--- src/rtl/fcpu_pkg.sv ---
// Shared types and opcode decode for the memory access unit.
package fcpu_pkg;

  localparam int DATA_W   = 32;
  localparam int INSTR_W  = 6;
  localparam int RSV_ID_W = 4;
  localparam int CDB_W    = RSV_ID_W + 32;
  localparam int AXI_ID_W = 4;

  localparam logic [INSTR_W-1:0] OP_NOP     = 6'd0;
  localparam logic [INSTR_W-1:0] OP_LOAD    = 6'd1;
  localparam logic [INSTR_W-1:0] OP_LOADB   = 6'd2;
  localparam logic [INSTR_W-1:0] OP_LOADR   = 6'd3;
  localparam logic [INSTR_W-1:0] OP_LOADT   = 6'd4;
  localparam logic [INSTR_W-1:0] OP_LOADTB  = 6'd5;
  localparam logic [INSTR_W-1:0] OP_STORE   = 6'd6;
  localparam logic [INSTR_W-1:0] OP_STOREB  = 6'd7;
  localparam logic [INSTR_W-1:0] OP_STORER  = 6'd8;
  localparam logic [INSTR_W-1:0] OP_STORET  = 6'd9;
  localparam logic [INSTR_W-1:0] OP_STORETB = 6'd10;

  typedef enum logic [2:0] {
    S_IDLE, S_WR, S_WR_RESP, S_RD_ADDR, S_RD_DATA, S_CDB
  } mmu_state_t;

  typedef struct packed {
    logic [RSV_ID_W-1:0] rsv_id;
    logic [INSTR_W-1:0]  opcode;
    logic [DATA_W-1:0]   address;
    logic [DATA_W-1:0]   data;
  } mmu_req_t;

  function automatic logic mmu_is_load(input logic [INSTR_W-1:0] op);
    return op inside {OP_LOAD, OP_LOADB, OP_LOADR, OP_LOADT, OP_LOADTB};
  endfunction

  function automatic logic mmu_is_store(input logic [INSTR_W-1:0] op);
    return op inside {OP_STORE, OP_STOREB, OP_STORER, OP_STORET, OP_STORETB};
  endfunction

  function automatic logic mmu_is_byte(input logic [INSTR_W-1:0] op);
    return op inside {OP_LOADT, OP_LOADTB, OP_STORET, OP_STORETB};
  endfunction

endpackage

--- src/rtl/mmu_queued_access_fifo.sv ---
// In-order request queue (module mmu_req_fifo): DEPTH entries of mmu_req_t.
module mmu_req_fifo
  import fcpu_pkg::*;
#(
  parameter int DEPTH = 4
) (
  input  logic     clk,
  input  logic     rst,
  input  logic     push,
  input  mmu_req_t din,
  input  logic     pop,
  output mmu_req_t dout,
  output logic     full,
  output logic     empty
);

  localparam int AW = $clog2(DEPTH);

  mmu_req_t      mem [DEPTH];
  logic [AW-1:0] wr_ptr, rd_ptr;
  logic [AW:0]   cnt;
  logic          do_push, do_pop;

  assign full    = (cnt == (AW+1)'(DEPTH));
  assign empty   = (cnt == '0);
  assign do_push = push && !full;
  assign do_pop  = pop && !empty;
  assign dout    = mem[rd_ptr];

  always_ff @(posedge clk) begin
    if (rst) begin
      wr_ptr <= '0;
      rd_ptr <= '0;
      cnt    <= '0;
    end else begin
      if (do_push) wr_ptr <= wr_ptr + 1'b1;
      if (do_pop)  rd_ptr <= rd_ptr + 1'b1;
      cnt <= cnt + (AW+1)'(do_push) - (AW+1)'(do_pop);
    end
  end

  always_ff @(posedge clk) begin
    if (do_push) mem[wr_ptr] <= din;
  end

endmodule

--- src/rtl/mmu_queued_access.sv ---
// Queued memory access unit: in-order single-beat AXI issue to CRAM/GMEM, CDB result stage.
// Optional MMU_STORE_ACK_EN: stores post {rsv_id,0} on the CDB.
module mmu_queued_access
  import fcpu_pkg::*;
#(
  parameter int DEPTH       = 4,
  parameter int N_BANK      = 4,
  parameter int CRAM_ADDR_W = 16,
  parameter int GADDR_W     = 28,
  localparam int GW = DATA_W * N_BANK,
  localparam int SW = GW / 8,
  localparam int LB = $clog2(SW)
) (
  input  logic                   clk,
  input  logic                   rst,
  input  logic [RSV_ID_W-1:0]    rsv_id,
  input  logic                   valid,
  input  logic [INSTR_W-1:0]     opcode,
  input  logic [DATA_W-1:0]      address,
  input  logic [DATA_W-1:0]      data,
  output logic                   ready,
  output logic [AXI_ID_W-1:0]    g_awid,
  output logic [GADDR_W-1:0]     g_awaddr,
  output logic [7:0]             g_awlen,
  output logic [2:0]             g_awsize,
  output logic [1:0]             g_awburst,
  output logic                   g_awlock,
  output logic [3:0]             g_awcache,
  output logic [2:0]             g_awprot,
  output logic [3:0]             g_awqos,
  output logic                   g_awvalid,
  input  logic                   g_awready,
  output logic [GW-1:0]          g_wdata,
  output logic [SW-1:0]          g_wstrb,
  output logic                   g_wlast,
  output logic                   g_wvalid,
  input  logic                   g_wready,
  input  logic [1:0]             g_bresp,
  input  logic                   g_bvalid,
  output logic                   g_bready,
  output logic [AXI_ID_W-1:0]    g_arid,
  output logic [GADDR_W-1:0]     g_araddr,
  output logic [7:0]             g_arlen,
  output logic [2:0]             g_arsize,
  output logic [1:0]             g_arburst,
  output logic                   g_arlock,
  output logic [3:0]             g_arcache,
  output logic [2:0]             g_arprot,
  output logic [3:0]             g_arqos,
  output logic                   g_arvalid,
  input  logic                   g_arready,
  input  logic [GW-1:0]          g_rdata,
  input  logic [1:0]             g_rresp,
  input  logic                   g_rvalid,
  output logic                   g_rready,
  output logic [AXI_ID_W-1:0]    c_arid,
  output logic [CRAM_ADDR_W-1:0] c_araddr,
  output logic [7:0]             c_arlen,
  output logic [2:0]             c_arsize,
  output logic [1:0]             c_arburst,
  output logic                   c_arlock,
  output logic [3:0]             c_arcache,
  output logic [2:0]             c_arprot,
  output logic [3:0]             c_arqos,
  output logic                   c_arvalid,
  input  logic                   c_arready,
  input  logic [31:0]            c_rdata,
  input  logic [1:0]             c_rresp,
  input  logic                   c_rvalid,
  output logic                   c_rready,
  output logic [CDB_W-1:0]       o_cdb,
  output logic                   o_cdb_valid,
  input  logic                   o_cdb_ready,
  output logic                   bus_err,
  output logic                   cram_wr_err
);

  function automatic logic is_cram(input logic [DATA_W-1:0] a);
    return (a >> CRAM_ADDR_W) == '0;
  endfunction

  mmu_state_t st, nxt;
  mmu_req_t   head, cur, req;
  logic       full, empty, pop;
  logic       aw_done, w_done, aw_hs, w_hs;
  logic       cur_cram, head_cram_st;
  logic [LB-1:0] off, k;
  logic [31:0]   g_word, rd_res;
  logic [7:0]    g_byte;

  assign req   = '{rsv_id: rsv_id, opcode: opcode, address: address, data: data};
  assign ready = !full;

  mmu_req_fifo #(.DEPTH(DEPTH)) u_fifo (
    .clk(clk), .rst(rst), .push(valid && ready), .din(req),
    .pop(pop), .dout(head), .full(full), .empty(empty)
  );

  assign cur_cram     = is_cram(cur.address);
  assign head_cram_st = mmu_is_store(head.opcode) && is_cram(head.address);

  // constant single-beat INCR attributes
  assign g_awid = '0;  assign g_awlen = '0;  assign g_awsize = 3'(LB);
  assign g_awburst = 2'b01;  assign g_awlock = 1'b0;  assign g_awcache = '0;
  assign g_awprot = '0;  assign g_awqos = '0;  assign g_wlast = 1'b1;
  assign g_arid = '0;  assign g_arlen = '0;  assign g_arsize = 3'(LB);
  assign g_arburst = 2'b01;  assign g_arlock = 1'b0;  assign g_arcache = '0;
  assign g_arprot = '0;  assign g_arqos = '0;
  assign c_arid = '0;  assign c_arlen = '0;  assign c_arsize = 3'd2;
  assign c_arburst = 2'b01;  assign c_arlock = 1'b0;  assign c_arcache = '0;
  assign c_arprot = '0;  assign c_arqos = '0;

  assign g_awaddr    = cur.address[GADDR_W-1:0];
  assign g_araddr    = cur.address[GADDR_W-1:0];
  assign c_araddr    = cur.address[CRAM_ADDR_W-1:0];
  assign g_awvalid   = (st == S_WR) && !aw_done;
  assign g_wvalid    = (st == S_WR) && !w_done;
  assign g_bready    = (st == S_WR_RESP);
  assign g_arvalid   = (st == S_RD_ADDR) && !cur_cram;
  assign c_arvalid   = (st == S_RD_ADDR) && cur_cram;
  assign g_rready    = (st == S_RD_DATA) && !cur_cram;
  assign c_rready    = (st == S_RD_DATA) && cur_cram;
  assign o_cdb_valid = (st == S_CDB);
  assign aw_hs       = g_awvalid && g_awready;
  assign w_hs        = g_wvalid && g_wready;

  // lane select: k is the 32-bit lane, off the byte within the beat
  assign off    = cur.address[LB-1:0];
  assign k      = off >> 2;
  assign g_word = 32'(g_rdata >> {k, 5'b0});
  assign g_byte = 8'(g_rdata >> {off, 3'b0});

  always_comb begin
    if (mmu_is_byte(cur.opcode)) begin
      g_wstrb = SW'(1) << off;
      g_wdata = {SW{cur.data[7:0]}};
    end else begin
      g_wstrb = SW'(4'hF) << {k, 2'b00};
      g_wdata = {N_BANK{cur.data}};
    end
    if (cur_cram)                    rd_res = c_rdata;
    else if (mmu_is_byte(cur.opcode)) rd_res = {24'h0, g_byte};
    else                             rd_res = g_word;
  end

  always_comb begin
    nxt = st;
    pop = 1'b0;
    case (st)
      S_IDLE: if (!empty) begin
        pop = 1'b1;
        if (mmu_is_store(head.opcode)) begin
`ifdef MMU_STORE_ACK_EN
          nxt = head_cram_st ? S_CDB : S_WR;
`else
          nxt = head_cram_st ? S_IDLE : S_WR;
`endif
        end else if (mmu_is_load(head.opcode)) begin
          nxt = S_RD_ADDR;
        end
      end
      S_WR:      if ((aw_done || aw_hs) && (w_done || w_hs)) nxt = S_WR_RESP;
`ifdef MMU_STORE_ACK_EN
      S_WR_RESP: if (g_bvalid) nxt = S_CDB;
`else
      S_WR_RESP: if (g_bvalid) nxt = S_IDLE;
`endif
      S_RD_ADDR: if (cur_cram ? c_arready : g_arready) nxt = S_RD_DATA;
      S_RD_DATA: if (cur_cram ? c_rvalid : g_rvalid) nxt = S_CDB;
      S_CDB:     if (o_cdb_ready) nxt = S_IDLE;
      default:   nxt = S_IDLE;
    endcase
  end

  always_ff @(posedge clk) begin
    if (rst) begin
      st          <= S_IDLE;
      cur         <= '0;
      aw_done     <= 1'b0;
      w_done      <= 1'b0;
      o_cdb       <= '0;
      bus_err     <= 1'b0;
      cram_wr_err <= 1'b0;
    end else begin
      st          <= nxt;
      cram_wr_err <= (st == S_IDLE) && pop && head_cram_st;
      if (pop) cur <= head;
      if (st == S_WR) begin
        if (aw_hs) aw_done <= 1'b1;
        if (w_hs)  w_done  <= 1'b1;
      end else begin
        aw_done <= 1'b0;
        w_done  <= 1'b0;
      end
      if (nxt == S_CDB && st == S_RD_DATA) o_cdb <= {cur.rsv_id, rd_res};
`ifdef MMU_STORE_ACK_EN
      if (nxt == S_CDB && st == S_WR_RESP) o_cdb <= {cur.rsv_id, 32'h0};
      if (nxt == S_CDB && st == S_IDLE)    o_cdb <= {head.rsv_id, 32'h0};
`endif
      if ((g_bvalid && g_bready && g_bresp != 2'b00) ||
          (g_rvalid && g_rready && g_rresp != 2'b00) ||
          (c_rvalid && c_rready && c_rresp != 2'b00))
        bus_err <= 1'b1;
    end
  end

endmodule
--- config.mk ---
export PLATFORM = sky130hd
export DESIGN_NAME = mmu_queued_access
export DESIGN_NICKNAME = d
export VERILOG_FILES = /design/src/rtl/fcpu_pkg.sv /design/src/rtl/mmu_queued_access_fifo.sv /design/src/rtl/mmu_queued_access.sv
export SDC_FILE = /design/constraint.sdc
export NUM_CORES = 1
export LEC_CHECK = 0
export BUFFER_PORTS_ARGS = -buffer_cell sky130_fd_sc_hd__buf_2
export CAP_MARGIN = 5
export CORE_MARGIN = 10
export CORE_UTILIZATION = 35
export DETAILED_ROUTE_END_ITERATION = 12
export SKIP_LAST_GASP = 1
export SLEW_MARGIN = 10
export SYNTH_ARGS = -nofsm -noshare
export SYNTH_HDL_FRONTEND = slang
export SYNTH_SLANG_ARGS = --single-unit
--- constraint.sdc ---
create_clock -name clk -period 4.06 [get_ports clk]
set_input_delay 0 -clock clk [delete_from_list [all_inputs] [get_ports clk]]
set_output_delay 0 -clock clk [all_outputs]
set_load 0.01 [all_outputs]
# --- Word level (Yosys, flattened, before mapping) ---
# Memory sizes are Yosys's and may differ from the RTL's. A register that Yosys moved wholly into a read port is not among the register bits.
# Cells that the tools add are included.
# Widths: inputs -> output; s select.
word_totals:
  regBits: 124
  ram_bits: 296
  inputBits: 251
  output_inout_bits: 351
  wordCells: 108
  memories: 1
memory_table:
  columns: ["name", "depth", "word_bits", "read_ports", "rd_clocked_by_memory_dff", "wr", "line_no", "text"]
  rows:
  - ["u_fifo.mem", 4, 74, 1, 1, 1, "mmu_queued_access_fifo.sv:19", "mmu_req_t mem [DEPTH];"]
classes:
  n_addsub: 4
  n_eq_ne: 21
  shift: 4
  n_mux: 22
  bitwise_logic: 1
  reduce_logical: 42
op_table:
  columns: ["operator", "count"]
  rows:
  - ["$mux 128", 1]
  - ["$shr 128x7->32", 1]
  - ["$shr 128x7->8", 1]
  - ["$logic_not 32->1", 2]
  - ["$mux 32", 2]
  - ["$eq 6x3->1 const B", 6]
  - ["$eq 6x4->1 const B", 5]
  - ["$mux 3", 8]
  - ["$logic_and 1x1->1", 22]
  - ["$pmux 3 s6", 1]
  - ["$mux 16", 1]
  - ["$shl 1x4->16 const A", 1]
  - ["$shl 4x4->16 const A", 1]
  - ["$eq 3x3->1 const B", 4]
  - ["$eq 6x2->1 const B", 2]
  - ["$reduce_bool 5->1", 2]
  - ["$mux 1", 7]
  - ["$eq 3x2->1 const B", 2]
  - ["$eq 6x1->1 const B", 1]
  - ["$logic_not 3->1", 2]
  - ["$reduce_bool 2->1", 3]
  - ["$logic_not 1->1", 5]
  - ["$add 2x1->2 const B", 2]
  - ["$logic_or 1x1->1", 4]
  - ["other kinds (7)", 8]

# --- Longest topological paths before layout ---
logic_depth:
  word_depth: 9
  ltp_mapped: 13
  depth_no_buf: 11

# --- Modules after synthesis ---
# Synthesis repeated with hierarchy kept, for this count alone.
unflattened:
  hier_cells: 1447
  area_unflattened_um2: 19182.1
modules_own_cells:
  columns: ["module", "instances", "cells_per_inst", "area_per_inst_um2", "seq_area_each_um2"]
  rows:
  - ["mmu_req_fifo", 1, 437, 11151.9, 9068.7]
  - ["mmu_queued_access", 1, 1010, 8030.2, 2342.2]

# --- Least setup slack after synthesis ---
# Ideal clock, no wire load.
synth_timing:
  kind: "flip-flop to flip-flop"
  startpoint: "reg u_fifo.cnt[1]"
  endpoint: "mem u_fifo.mem[0][0] in the netlist's numbering (enable)"
  setup_ps: 441
  arrival_ps: 2412
  t_required_ps: 3619
  setup_slack_ps: 1208
  stages_incl_launch_ff: 4
  n_path_buf: 0
  period_less_slack_ps: 2852
  path_cell_list: "dfxtp_1 > nor2_1 > nand2_1 > and3_1"
synth_between:
  elab_chain_cells: 6
synth_lines:
  columns: ["element", "line_no", "text"]
  rows:
  - ["start: declaration", "mmu_queued_access_fifo.sv:21", "logic [AW:0] cnt;"]
  - ["start signal: assignment", "mmu_queued_access_fifo.sv:38", "cnt <= cnt + (AW+1)'(do_push) - (AW+1)'(do_pop);"]
  - ["$eq 3x3->1 (*)", "mmu_queued_access_fifo.sv:24", "assign full = (cnt == (AW+1)'(DEPTH));"]
  - ["$logic_not 1->1 (*)", "mmu_queued_access.sv:92", "assign ready = !full;"]
  - ["net ready", "mmu_queued_access.sv:21", "output logic ready,"]
  - ["$logic_and 1x1->1", "mmu_queued_access.sv:95", ".clk(clk), .rst(rst), .push(valid && ready), .din(req),"]
  - ["$logic_and 1x1->1 (*)", "mmu_queued_access_fifo.sv:26", "assign do_push = push && !full;"]
  - ["$mux 1 (*)", "mmu_queued_access_fifo.sv:43", "if (do_push) mem[wr_ptr] <= din;"]
  - ["$mux 1 (implied by the code) (*)", "mmu_queued_access_fifo.sv:43", null]
  - ["end: declaration", "mmu_queued_access_fifo.sv:19", null]
# The timed path passes the listed nets; every way through them passes the cells marked *.

# --- Final worst setup path ---
layout_timing:
  startpoint: "reg st[2]"
  endpoint: "reg bus_err"
layout_between:
  elab_chain_cells: 6
  word_cells_on_any_way: 12
  cone_classes: "eq/ne: 2; reduce/logical: 10"
layout_lines:
  columns: ["element", "line_no", "text"]
  rows:
  - ["start: declaration", "mmu_queued_access.sv:82", "mmu_state_t st, nxt;"]
  - ["start signal: assignment", "mmu_queued_access.sv:185", "st <= nxt;"]
  - ["$eq 3x3->1", "mmu_queued_access.sv:121, mmu_queued_access.sv:122", null]
  - ["$logic_and 1x1->1", "mmu_queued_access.sv:121", "assign g_rready = (st == S_RD_DATA) && !cur_cram;"]
  - ["$logic_and 1x1->1 (2 in series)", "mmu_queued_access.sv:201", "(g_rvalid && g_rready && g_rresp != 2'b00) ||"]
  - ["$logic_or 1x1->1", "mmu_queued_access.sv:200", "if ((g_bvalid && g_bready && g_bresp != 2'b00) ||"]
  - ["$logic_or 1x1->1 (*)", "mmu_queued_access.sv:201", null]
  - ["end signal: assignment", "mmu_queued_access.sv:182", "bus_err <= 1'b0;"]
  - ["end signal: assignment", "mmu_queued_access.sv:203", "bus_err <= 1'b1;"]
  - ["end: declaration", "mmu_queued_access.sv:74", "output logic bus_err,"]
# Mark *: on every way between the ends. The rest lies on a longest branch, timed or not.
# A chain may end at the register's enable or synchronous reset.

==> metrics.yaml <==
core-area_um2: 54100
tritoncts.num_buffers: 46
initial_core_util: 0.356
cp.buffers_inverters: 2
std_cell_rows: 85
fraction_of_the_core_area_covered_by_cells_at_the_end_of_the_flow: 0.436
routed_wire_length_per_instance_um: 25.6
totalWireLength_um: 67500
drive_gt1_frac: 0.375
hold_ws_ns: 0.104
chipWidth_um: 255
syn_to_final_growth_pct: 22.3
synth.most_common_cell: "sky130_fd_sc_hd__edfxtp_1"
cts_hold_buffers: 120
timing.max_cap.violations: 0
ctsLongestPathBuffers: 3
crit_end_category: "flop"
dp_slack_ns: 1.21
max_slew.worst_pin.slew_ns: 1.17
report.final.hold_viol_count: 0
detail_route.vias_per_cell: 4.99
power_frac_clock: 0.226
grt_overflow: 0
period_needed_ns: 3.11
port_buffers: 513
power.share.sequential: 0.348
leakage_nw: 9.53
dr.pass1.iters: 5
worstSkewPairLatency_ns: 0.59
hpwlAfterDp_um: 49800
fin_crit_share: 0.767
setup-tns-final_ns: 0
globalplace.congestion: 0.915
drtAntennaViolNets: 0
timing.critical_path.required_ns: 4.59
clk_pin_slew_worst_paths_ns: 0.06
chipHeight_um: 255
grt_setup_unrepaired: "false"
maximum_number_of_pins_on_one_net_before_global_route_repair: 76
grt_pass1_wl_um: 94000
worst_path_max_delay_cell: "sky130_fd_sc_hd__dlygate4sd3_1"
grt_util_all_layers: 0.197
final_ws_setup_ns: 0.945
synth_async_sr_flop_share: 0
path_class: "reg2reg"
cts_resized: 0
synth_seq_cells: 422
io_pins: 602
max_freq_mhz: 321
power_density_nw_per_um2: 745
worstPathCellList: "nor2b_1, nor2b_4, buf_4, nand3_1, o21bai_1, a31oi_1, dlygate4sd3_1"
synthTopCellsByArea: "sky130_fd_sc_hd__edfxtp_1 46%, sky130_fd_sc_hd__dfxtp_1 13%, sky130_fd_sc_hd__mux4_2 11%"
detail_route.drc_violations: 0
ys_top_cells_by_count: "296 x sky130_fd_sc_hd__edfxtp_1, 269 x sky130_fd_sc_hd__buf_4, 238 x sky130_fd_sc_hd__nand2_1"
yosys_synthesis_warning_count: 0
tritoncts: "built"
vdd_drop_max_mv: 0.526
relSlewSlack: 0.222
postSynthCellCount: 1451
critical_path_arrival_ns: 3.64
cpLargestDelayFamily: "simple AND/OR/NAND/NOR gates"
mappedNetlistArea_um2: 19300
cts_setup_buffers: 0
dieArea_um2: 64900
final.setup_skew_ns: 0.0279
nets: 2154
total_switching_power_mw: 7.04
synth-main-ff-cell: "sky130_fd_sc_hd__edfxtp_1"
internal-power_mw: 10.5
post_synth.cell_area_avg_um2: 13.3
master_cell_of_the_clock_root_buffer: "sky130_fd_sc_hd__clkbuf_16"
hp-class: "in2reg"
maxSlewViolCount: 0
critical_path_peak_fanout: 38
slowest_delay_ns: 0.56
power.total_mw: 17.6
numClockSinks: 422
run_status: "complete, no violations"
synth_enable_flop_cells: 296
synth.largest_area_cell: "sky130_fd_sc_hd__edfxtp_1"
critical_path.startpoint_type: "flop"
detailroute.via_count: 13200
ys_types: 54
switching_fraction_of_total_power: 0.401
share_comb_of_total_power: 0.426
seq_area_frac_synth: 0.592
yosys.area.top_type_share: 0.461
setup_violations: 0
cts_htree_levels: 2
vias_in_the_first_global_route: 13400
drt_iter0_markers: 814
grt_antenna_before_repair: 15
==> worst reg2reg max path: cells and delay by family (launching register included) <==
kind	cells	cell delay [ns]
DFF	1	0.44
and+or+nand+nor	3	1.02
AOI/OAI and AO/OA	2	0.64
buffers and inverters	2	0.95
==> stage by stage <==
| stage | cells | cell area [µm²] |
|---|---|---|
| after floorplan | 1537 | 19600 |
| after global placement | 2424 | 20900 |
| after detailed placement | 2424 | 20900 |
| after CTS | 2630 | 23600 |
| after global routing | 2636 | 23600 |
| final | 2637 | 23600 |
==> registers in the layout, summed over array words and instances (netlist names), named ones only <==
register,cells
u_fifo.mem,296
cur,46
o_cdb,36
c_araddr,16
g_araddr,12
st,3
u_fifo.cnt,3
u_fifo.rd_ptr,2
u_fifo.wr_ptr,2
aw_done,1
bus_err,1
cram_wr_err,1
w_done,1
==> layout make-up <==
type	instances	area (µm²)
Clock inverter	25	203
Sequential cell	422	11400
Timing Repair Buffer	659	3970
Tap cell	696	871
Fill cell	4987	30600
Clock buffer	61	1250
Multi-Input combinational cell	758	5820
Inverter	9	33.8
Antenna cell	7	17.5
==> layer usage <==
| metal | track usage | wire length [µm] | vias up |
|---|---|---|---|
| li1 | - | - | 5893 |
| met1 | 0.231 | 25500 | 6554 |
| met2 | 0.341 | 34400 | 602 |
| met3 | 0.0450 | 5150 | 100 |
| met4 | 0.0893 | 2440 | 2 |
| met5 | 0 | 12 | - |
==> final timing paths <==
path              slack (ns)              endpoint                  from  depth (start not counted)
setup / recovery        0.95  bus_err$_SDFFE_PP0P_      st[2]$_SDFF_PP0_                          7
hold / removal          0.10      st[0]$_SDFF_PP0_             g_arready                          6
setup reg to reg        0.95  bus_err$_SDFFE_PP0P_      st[2]$_SDFF_PP0_                          7
hold reg to reg         0.46  cur[31]$_SDFFE_PP0P_  cur[31]$_SDFFE_PP0P_                          2
==> cells by family (layout without fill, tap and decap cells) <==
| logic type | count (synthesis) | in the layout | synth area share |
|---|---|---|---|
| AOI/OAI and AO/OA | 213 | 213 | 0.0709 |
| xor gates and xnor gates | 6 | 6 | 0.00273 |
| adders and majority gates | 7 | 7 | 0.00493 |
| buffers and inverters | 357 | 754 | 0.125 |
| DFF | 422 | 422 | 0.592 |
| muxes | 118 | 118 | 0.134 |
| other | 2 | 95 | 0.000390 |
| and+or+nand+nor | 326 | 326 | 0.0706 |
==> power by group through the flow <==
stage               clock, mW  sequential, mW  combinational, mW
floorplan                   0            5.83               5.95
global placement            0            6.17               7.47
detailed placement          0            6.22               7.49
CTS                      4.07            6.13               7.63
global route             4.25            6.23               8.06
finish                   3.97            6.11               7.48
==> cell usage in the layout (no fill, tap or decap), types with 38 or more instances in the layout <==
cell type	instances
sky130_fd_sc_hd__nand2_1	238
sky130_fd_sc_hd__dfxtp_1	122
sky130_fd_sc_hd__mux4_2	90
sky130_fd_sc_hd__buf_2	512
sky130_fd_sc_hd__dlygate4sd3_1	120
sky130_fd_sc_hd__clkbuf_16	46
sky130_fd_sc_hd__nor2_1	38
sky130_fd_sc_hd__edfxtp_1	296
sky130_fd_sc_hd__conb_1	88
sky130_fd_sc_hd__a21oi_1	120
No activity file was read; power rests on OpenSTA's default activity.
